`src/rtl/ff_pkg.sv`:
```
// ff_pkg: shared mode encodings and defaults for the universal flip-flop register
package ff_pkg;

   localparam logic [1:0] MODE_D  = 2'b00;
   localparam logic [1:0] MODE_T  = 2'b01;
   localparam logic [1:0] MODE_JK = 2'b10;
   localparam logic [1:0] MODE_SR = 2'b11;

   localparam int CNT_W_DEF = 8;

endpackage

```
`src/rtl/univ_ff_bit.sv`:
```
// univ_ff_bit: one D/T/JK/SR bit built on a T-flip-flop core
module univ_ff_bit
   import ff_pkg::*;
(
   input  logic       clk,
   input  logic       rst,
   input  logic       en,
   input  logic [1:0] mode,
   input  logic       a,
   input  logic       b,
   output logic       q,
   output logic       t,
   output logic       illegal
);

   logic q_q, q_d;

   // decode the requested next state; JK toggles and SR holds on a=b=1
   always_comb begin
      q_d = !en                ? q_q :
            (mode == MODE_D)   ? a :
            (mode == MODE_T)   ? q_q ^ a :
            (a && b)           ? ((mode == MODE_JK) ? ~q_q : q_q) :
            a                  ? 1'b1 :
            b                  ? 1'b0 : q_q;
      t       = q_d ^ q_q;
      illegal = en && (mode == MODE_SR) && a && b;
   end

   // T-core: the bit only ever toggles by t
   always_ff @(posedge clk) begin
      if (rst) q_q <= 1'b0;
      else     q_q <= q_q ^ t;
   end

   assign q = q_q;

endmodule

```
`src/rtl/univ_ff_reg.sv`:
```
// univ_ff_reg: WIDTH-bit run-time-selectable flip-flop register with toggle mask, sticky SR error and change counter
module univ_ff_reg
   import ff_pkg::*;
#(
   parameter int WIDTH = 4,
   parameter int CNT_W = CNT_W_DEF
) (
   input  logic             clk,
   input  logic             rst,
   input  logic             en,
   input  logic [1:0]       mode,
   input  logic [WIDTH-1:0] A,
   input  logic [WIDTH-1:0] B,
   input  logic             err_clr,
   input  logic             cnt_clr,
   output logic [WIDTH-1:0] Q,
   output logic [WIDTH-1:0] Q_bar,
   output logic [WIDTH-1:0] toggled,
   output logic [WIDTH-1:0] err,
   output logic [CNT_W-1:0] chg_cnt
);

   localparam logic [CNT_W-1:0] CNT_MAX = '1;

   logic [WIDTH-1:0] t, illegal;
   logic [WIDTH-1:0] toggled_q, err_q, err_d;
   logic [CNT_W-1:0] cnt_q, cnt_d;
   logic             inc;

   for (genvar i = 0; i < WIDTH; i++) begin : g_bit
      univ_ff_bit u_bit (
         .clk     (clk),
         .rst     (rst),
         .en      (en),
         .mode    (mode),
         .a       (A[i]),
         .b       (B[i]),
         .q       (Q[i]),
         .t       (t[i]),
         .illegal (illegal[i])
      );
   end

   // illegal SR beats a clear; counter restarts at 1 when cleared on a changing edge
   always_comb begin
      inc   = |t;
      err_d = illegal | (err_clr ? '0 : err_q);
      cnt_d = cnt_clr                       ? {{(CNT_W-1){1'b0}}, inc} :
              (inc && (cnt_q != CNT_MAX))   ? cnt_q + 1'b1 : cnt_q;
   end

   // side-band state: toggle mask, sticky errors, change counter
   always_ff @(posedge clk) begin
      if (rst) begin
         toggled_q <= '0;
         err_q     <= '0;
         cnt_q     <= '0;
      end else begin
         toggled_q <= t;
         err_q     <= err_d;
         cnt_q     <= cnt_d;
      end
   end

   assign Q_bar   = ~Q;
   assign toggled = toggled_q;
   assign err     = err_q;
   assign chg_cnt = cnt_q;

endmodule
```
`config.mk`:
```
export PLATFORM = sky130hd
export DESIGN_NAME = univ_ff_reg
export DESIGN_NICKNAME = d
export VERILOG_FILES = /design/src/rtl/ff_pkg.sv /design/src/rtl/univ_ff_bit.sv /design/src/rtl/univ_ff_reg.sv
export SDC_FILE = /design/constraint.sdc
export NUM_CORES = 1
export LEC_CHECK = 0
export CORE_AREA = 3 3 59 61
export DETAILED_ROUTE_END_ITERATION = 8
export DIE_AREA = 0 0 62 64
export PLACE_DENSITY = 0.79
export SLEW_MARGIN = 20
export SYNTH_ARGS = -nofsm -noshare
export SYNTH_HDL_FRONTEND = slang
export SYNTH_SLANG_ARGS = --single-unit
```
`constraint.sdc`:
```
create_clock -name clk -period 1.6 [get_ports clk]
set_input_delay 0.24 -clock clk [delete_from_list [all_inputs] [get_ports clk]]
set_output_delay 0.24 -clock clk [all_outputs]
set_load 0.1 [all_outputs]
```
# Word-level counts from Yosys, hierarchy flattened
# Index checks and enable logic that the tools add are counted.
[op_classes]
n_addsub = 1
n_eq_ne = 4
muxes = 31
bitwise_logic = 18
n_reduce_logical = 18
[op_table]
columns = ["cell", "n"]
rows = [
  ["1-bit two-way mux", 30],
  ["1-bit logical AND", 14],
  ["1-bit bitwise XOR", 12],
  ["8-bit by 1-bit adder with 8-bit output, second input constant", 1],
  ["8-bit inequality test, second input constant", 1],
  ["2-bit equality test, second input constant", 2],
  ["4-bit two-way mux", 1],
  ["1-bit NOT", 4],
  ["4-bit NOT", 1],
  ["4-bit OR", 1],
  ["4-bit OR reduction", 1],
  ["2-bit by 1-bit equality test with 1-bit output, second input constant", 1],
  ["2-bit zero test", 1],
  ["2-bit nonzero test", 1],
  ["2-bit OR reduction", 1],
]
[word_totals]
ff_bits = 20
out_inout_bits = 24
word_cells = 80

# Logic depth before layout (Yosys ltp)
[depth]
word_depth = 11
ltp_mapped = 9
depth_no_buf = 6

# By module
# Synthesis repeated with hierarchy kept, for this count alone.
[unflattened]
cells_unflattened = 147
area_unflattened_um2 = 1177.4
[by_module_without_submodules]
columns = ["module", "n_inst", "cells_each", "area_each_um2", "seq_area_each_um2"]
rows = [
  ["univ_ff_reg", 1, 71, 661.9, 320.3],
  ["univ_ff_bit", 4, 19, 128.9, 20.0],
]

# Worst setup path after synthesis
# No wires, ideal clock.
[synth_path]
kind = "register to register"
start = "reg cnt_q[2] (netlist: chg_cnt[2])"
end = "reg cnt_q[0] (netlist: chg_cnt[0])"
arrival_time_ns = 2.182
slack_ns = -0.712
stages_incl_launch_ff = 8
path_buffers = 1
cell_sequence = "dfxtp_1 -> and3_1 -> and3_1 -> and3_1 -> clkbuf_1 -> nor2_1 -> o21bai_1 -> a21oi_2"
[synth_between]
elab_chain_len = 3
[synth_lines]
columns = ["item", "line", "source"]
rows = [
  ["start: declaration", "univ_ff_reg.sv:27", "logic [CNT_W-1:0] cnt_q, cnt_d;"],
  ["start signal: assignment", "univ_ff_reg.sv:61", "cnt_q <= cnt_d;"],
  ["8-bit inequality test", "univ_ff_reg.sv:49", "(inc && (cnt_q != CNT_MAX)) ? cnt_q + 1'b1 : cnt_q;"],
  ["1-bit logical AND", "univ_ff_reg.sv:49", ""],
  ["2-bit nonzero test (no source line)", "-", ""],
]
# No other way between the ends.
# A chain may end at the register's enable or synchronous reset.

# Final worst setup path
[layout_path]
start = "reg g_bit[2].u_bit.q_q"
end = "reg cnt_q[4] (netlist: chg_cnt[4])"
[layout_between]
elab_chain_len = 9
elab_cells_between_ends = 12
cone_classes = "mux (7); bitwise (3); reduce/logical (2)"
[layout_lines]
columns = ["item", "line", "source"]
rows = [
  ["start: declaration", "univ_ff_bit.sv:16", "logic q_q, q_d;"],
  ["start signal: assignment", "univ_ff_bit.sv:33", "else q_q <= q_q ^ t;"],
  ["1-bit two-way mux / 1-bit NOT (equally long branches)", "univ_ff_bit.sv:25, univ_ff_bit.sv:23", ""],
  ["1-bit two-way mux, on equally long branches", "univ_ff_bit.sv:24, univ_ff_bit.sv:23", ""],
  ["1-bit two-way mux", "univ_ff_bit.sv:23", "(a && b) ? ((mode == MODE_JK) ? ~q_q : q_q) :"],
  ["1-bit two-way mux", "univ_ff_bit.sv:22", "(mode == MODE_T) ? q_q ^ a :"],
  ["1-bit two-way mux", "univ_ff_bit.sv:21", "(mode == MODE_D) ? a :"],
  ["1-bit two-way mux", "univ_ff_bit.sv:20", "q_d = !en ? q_q :"],
  ["1-bit bitwise XOR *", "univ_ff_bit.sv:26", "t = q_d ^ q_q;"],
  ["4-bit OR reduction *", "univ_ff_reg.sv:46", "inc = |t;"],
  ["1-bit logical AND *", "univ_ff_reg.sv:49", ""],
]
# Every way passes the cells marked *; elsewhere a longest branch is shown, timed or not.

==> metrics.txt <==
Post-Synth XOR/XNOR Area=0%; Switching Fraction=37.5%; Post-synth EDFFs=0; Critical Path Max Stage Delay=0.38 ns; share of cells above drive strength 1=51.7%; routed length per placed instance=15.8 um; Max VDD drop=0.362 mV; # Max-Cap Violations=0; slew at the pin with the worst max-slew slack=0.328 ns; Avg Synthesized Cell Area=7.89 sq um; unrepaired setup endpoints after global routing=true; Setup WS pre-CTS=-0.723 ns; Synth-to-Final Area Change=92.2%; leakage power of the design=0.000938 uW; count of routing violations after the opening detailed-route iteration=94; cells after synthesis=155; sequential element share of the synthesized area=32.7%; vias post-DR=1503; power spent charging and discharging nets=559 uW; full die area=0.00397 sq mm; Final Cycle Share=107%; Die Y-Extent=64 um; mapped cell area=0.00122 sq mm; TNS Setup=-0.286 ns; largest family of logic cells by synthesized area=compound AO/OA/AOI/OAI gates; CP top delay family=simple AND/OR/NAND/NOR gates; category of the most critical setup path=reg2reg; maximum buffer depth of the clock tree=2; Worst setup EP type=register; complex-gate fraction of the synthesized area=29.4%; Port-buffer cells=38; post-synthesis net count=171; number of distinct library cells after synthesis=42; final design area excluding fillers=0.00235 sq mm; first-pass GRT wire length=7090 um; Die X-Extent=62 um; # rows=20; maximum number of pins on one net before global-route repair=13; final wirelength=4340 um; post-synthesis async set-or-reset flop share=0%; Min-Delay Path Class=in2reg; area of the placeable core=0.00303 sq mm; initial antenna violation count=0; CTS tree=done; Placer Congestion=0.919; Pwr per Cell Area=633 mW/mm^2; ordered list of cells on the worst path=nand3b_1 > nand2_2 > a211oi_4 > nor4_4 > buf_4 > or3_4 > a21oi_2; latest clock arrival within the worst-skew pair=0.30 ns; Internal Power=930 uW; count of pins over their slew limit=0; slack of the worst reg-to-reg path=-0.11 ns; 1st-pass router iterations=4; number of nets with antenna violations after routing=0; Total Routing Usage GR=23.2%; starting density of the core=40.4%; number of warnings printed during yosys synthesis=0; via count of the first global-routing pass=1589; total congestion overflow=0; worst-case clock skew=0.00151 ns; Top FF cell, synth=sky130_fd_sc_hd__dfxtp_1; TritonCTS Buffers=3; final critical-path setup slack=-0.107 ns; fraction of the mapped netlist area in adder cells=1.02%; post-synthesis simple-gate area fraction=27.7%; Reg clk slew, reported paths=0.12 ns; Hold Vio Cnt, Final=0; count of buffering cells on the critical path with inverters included=1; required time worst endpoint=1.84 ns; depth of the CTS H-tree=1; Layout Utilization=77.7%; remaining design rule violation count=0; fraction of power consumed by sequential logic=35.7%; Fill cells=198; combinational share of power=44.2%; element type at the critical path start=register; vias per cell=5.49; Arr. time, crit path=1.94 ns; clock network power share=20.2%; instance area after placement=0.00216 sq mm; Highest Clock Rate=0.586 GHz; proportion of synthesized area in mux cells=0%; hold bufs inserted after CTS=0; clock root buffer=sky130_fd_sc_hd__clkbuf_4; post-synthesis sequential element count=20; I/O pins=39; Max Fanout on Critical Path=5; status=finished, violations left; violations in the final reports=setup timing; Rel. slew slack=77.9%; number of antenna repair diodes=0; HPWL after detailed placement=3110 um; clock sink count=20; Final min period=1.71 ns; Finish-stage setup viols=6; cell at the slowest stage of the critical path=sky130_fd_sc_hd__dfxtp_4; total number of nets in the final design=247
-- registers in the layout, indices dropped and copies added, names as in the netlist --
signal,cells
chg_cnt,8
g_bit.u_bit.q,4
toggled,4
err,4
-- synth_stat cells (2+ instances only) --
library cell               number  area [sq um]
sky130_fd_sc_hd__buf_6          2          22.5
sky130_fd_sc_hd__a32oi_1        4          35.0
sky130_fd_sc_hd__a221oi_1       4          35.0
sky130_fd_sc_hd__nor2_1         9          33.8
sky130_fd_sc_hd__nand4_1        4          25.0
sky130_fd_sc_hd__buf_2          2          10.0
sky130_fd_sc_hd__buf_4          4          30.0
sky130_fd_sc_hd__inv_1          7          26.3
sky130_fd_sc_hd__o21a_1         2          15.0
sky130_fd_sc_hd__nor4_1         3          18.8
sky130_fd_sc_hd__nand3_1       11          55.1
sky130_fd_sc_hd__nand3b_1       3          22.5
sky130_fd_sc_hd__o21ai_2        6          52.6
sky130_fd_sc_hd__o21ai_1        3          15.0
sky130_fd_sc_hd__o21bai_1       2          15.0
sky130_fd_sc_hd__dfxtp_1       20           400
sky130_fd_sc_hd__and3_1         5          31.3
sky130_fd_sc_hd__nor3_1         2          10.0
sky130_fd_sc_hd__a21oi_2        2          17.5
sky130_fd_sc_hd__o21ai_0        8          40.0
sky130_fd_sc_hd__clkbuf_1       6          22.5
sky130_fd_sc_hd__nor2b_1        3          18.8
sky130_fd_sc_hd__nand2_1       15          56.3
sky130_fd_sc_hd__a21oi_1        8          40.0
sky130_fd_sc_hd__or3_1          3          18.8
-- power by group through the flow --
stage                     Combinational [uW]  Sequential (uW)  Clock, uW
after floorplan                          254              626          0
after global placement                   582              541          0
after detailed placement                 596              542          0
after CTS                                638              531        307
after global routing                     690              533        336
final                                    658              531        300
-- layout make-up --
class | instances | area, sq um | share of cell area, %
clock buffers | 4 | 36.3 | 1.54
flip-flops and latches | 20 | 433 | 18.4
repair buffers | 85 | 965 | 41.0
multi-input cells | 114 | 822 | 34.9
inverters | 7 | 41.3 | 1.76
well taps | 44 | 55.1 | 2.34
-- placed cells by master (no fill, tap or decap), types with 2 or more instances in the layout --
cell,n
sky130_fd_sc_hd__a21oi_1,6
sky130_fd_sc_hd__a21oi_2,4
sky130_fd_sc_hd__a221oi_1,4
sky130_fd_sc_hd__a32oi_1,4
sky130_fd_sc_hd__and3_1,4
sky130_fd_sc_hd__buf_12,24
sky130_fd_sc_hd__buf_2,2
sky130_fd_sc_hd__buf_4,44
sky130_fd_sc_hd__buf_6,3
sky130_fd_sc_hd__clkbuf_4,3
sky130_fd_sc_hd__clkdlybuf4s50_1,4
sky130_fd_sc_hd__clkinvlp_4,4
sky130_fd_sc_hd__dfxtp_1,10
sky130_fd_sc_hd__dfxtp_2,2
sky130_fd_sc_hd__dfxtp_4,8
sky130_fd_sc_hd__dlygate4sd2_1,8
sky130_fd_sc_hd__inv_1,3
sky130_fd_sc_hd__nand2_1,12
sky130_fd_sc_hd__nand2_2,2
sky130_fd_sc_hd__nand3_1,10
sky130_fd_sc_hd__nand3b_1,3
sky130_fd_sc_hd__nand4_1,4
sky130_fd_sc_hd__nor2_1,8
sky130_fd_sc_hd__nor2b_1,3
sky130_fd_sc_hd__nor4_1,3
sky130_fd_sc_hd__o21a_1,2
sky130_fd_sc_hd__o21ai_0,5
sky130_fd_sc_hd__o21ai_1,4
sky130_fd_sc_hd__o21ai_2,7
sky130_fd_sc_hd__or3_1,2
-- through the flow --
stage	total power, uW	hold slack (ns)	instances
after detailed placement	1140	0.507	262
after CTS	1480	0.448	273
after global placement	1120	0.494	262
after floorplan	879	0.312	155
after global routing	1560	0.461	274
final	1490	0.466	274
-- path summary, 6_finish.rpt --
check	cells after the start	from	to
hold / removal	4	mode[1]	toggled[3]$_SDFF_PP0_
setup reg to reg	7	g_bit[2].u_bit.q$_SDFF_PP0_	chg_cnt[4]$_SDFFE_PP0P_
setup / recovery	7	g_bit[2].u_bit.q$_SDFF_PP0_	chg_cnt[4]$_SDFFE_PP0P_
hold reg to reg	2	chg_cnt[5]$_SDFFE_PP0P_	chg_cnt[5]$_SDFFE_PP0P_
-- layer usage --
layer | wire length (um) | vias to the layer above | GRT usage (%)
met4 | 64 | 0 | 7.96
met2 | 2380 | 63 | 41.8
met1 | 1700 | 712 | 26.3
li1 | - | 719 | -
met5 | 0 | - | 0
met3 | 195 | 9 | 3.84
-- what timing repair did --
| item | CTS | global route |
|---|---|---|
| pin swaps | 12 | 13 |
| endpoints found under the setup margin | 8 | 8 |
| cloned | 1 | 0 |
| buffers inserted | 7 | 2 |
| resized for setup | 31 | 15 |
-- cells by family after synthesis --
family,count (synthesis)
compound gates,50
simple gates,63
flops,20
fa+ha+maj,1
buf+inv,21
-- tightest hold or removal path: stages --
cell and delay, ns:
sky130_fd_sc_hd__buf_2 0.12, sky130_fd_sc_hd__buf_4 0.17, sky130_fd_sc_hd__a21oi_2 0.08, sky130_fd_sc_hd__nor2b_1 0.12
Note: power is estimated with default switching activity, not from simulation.
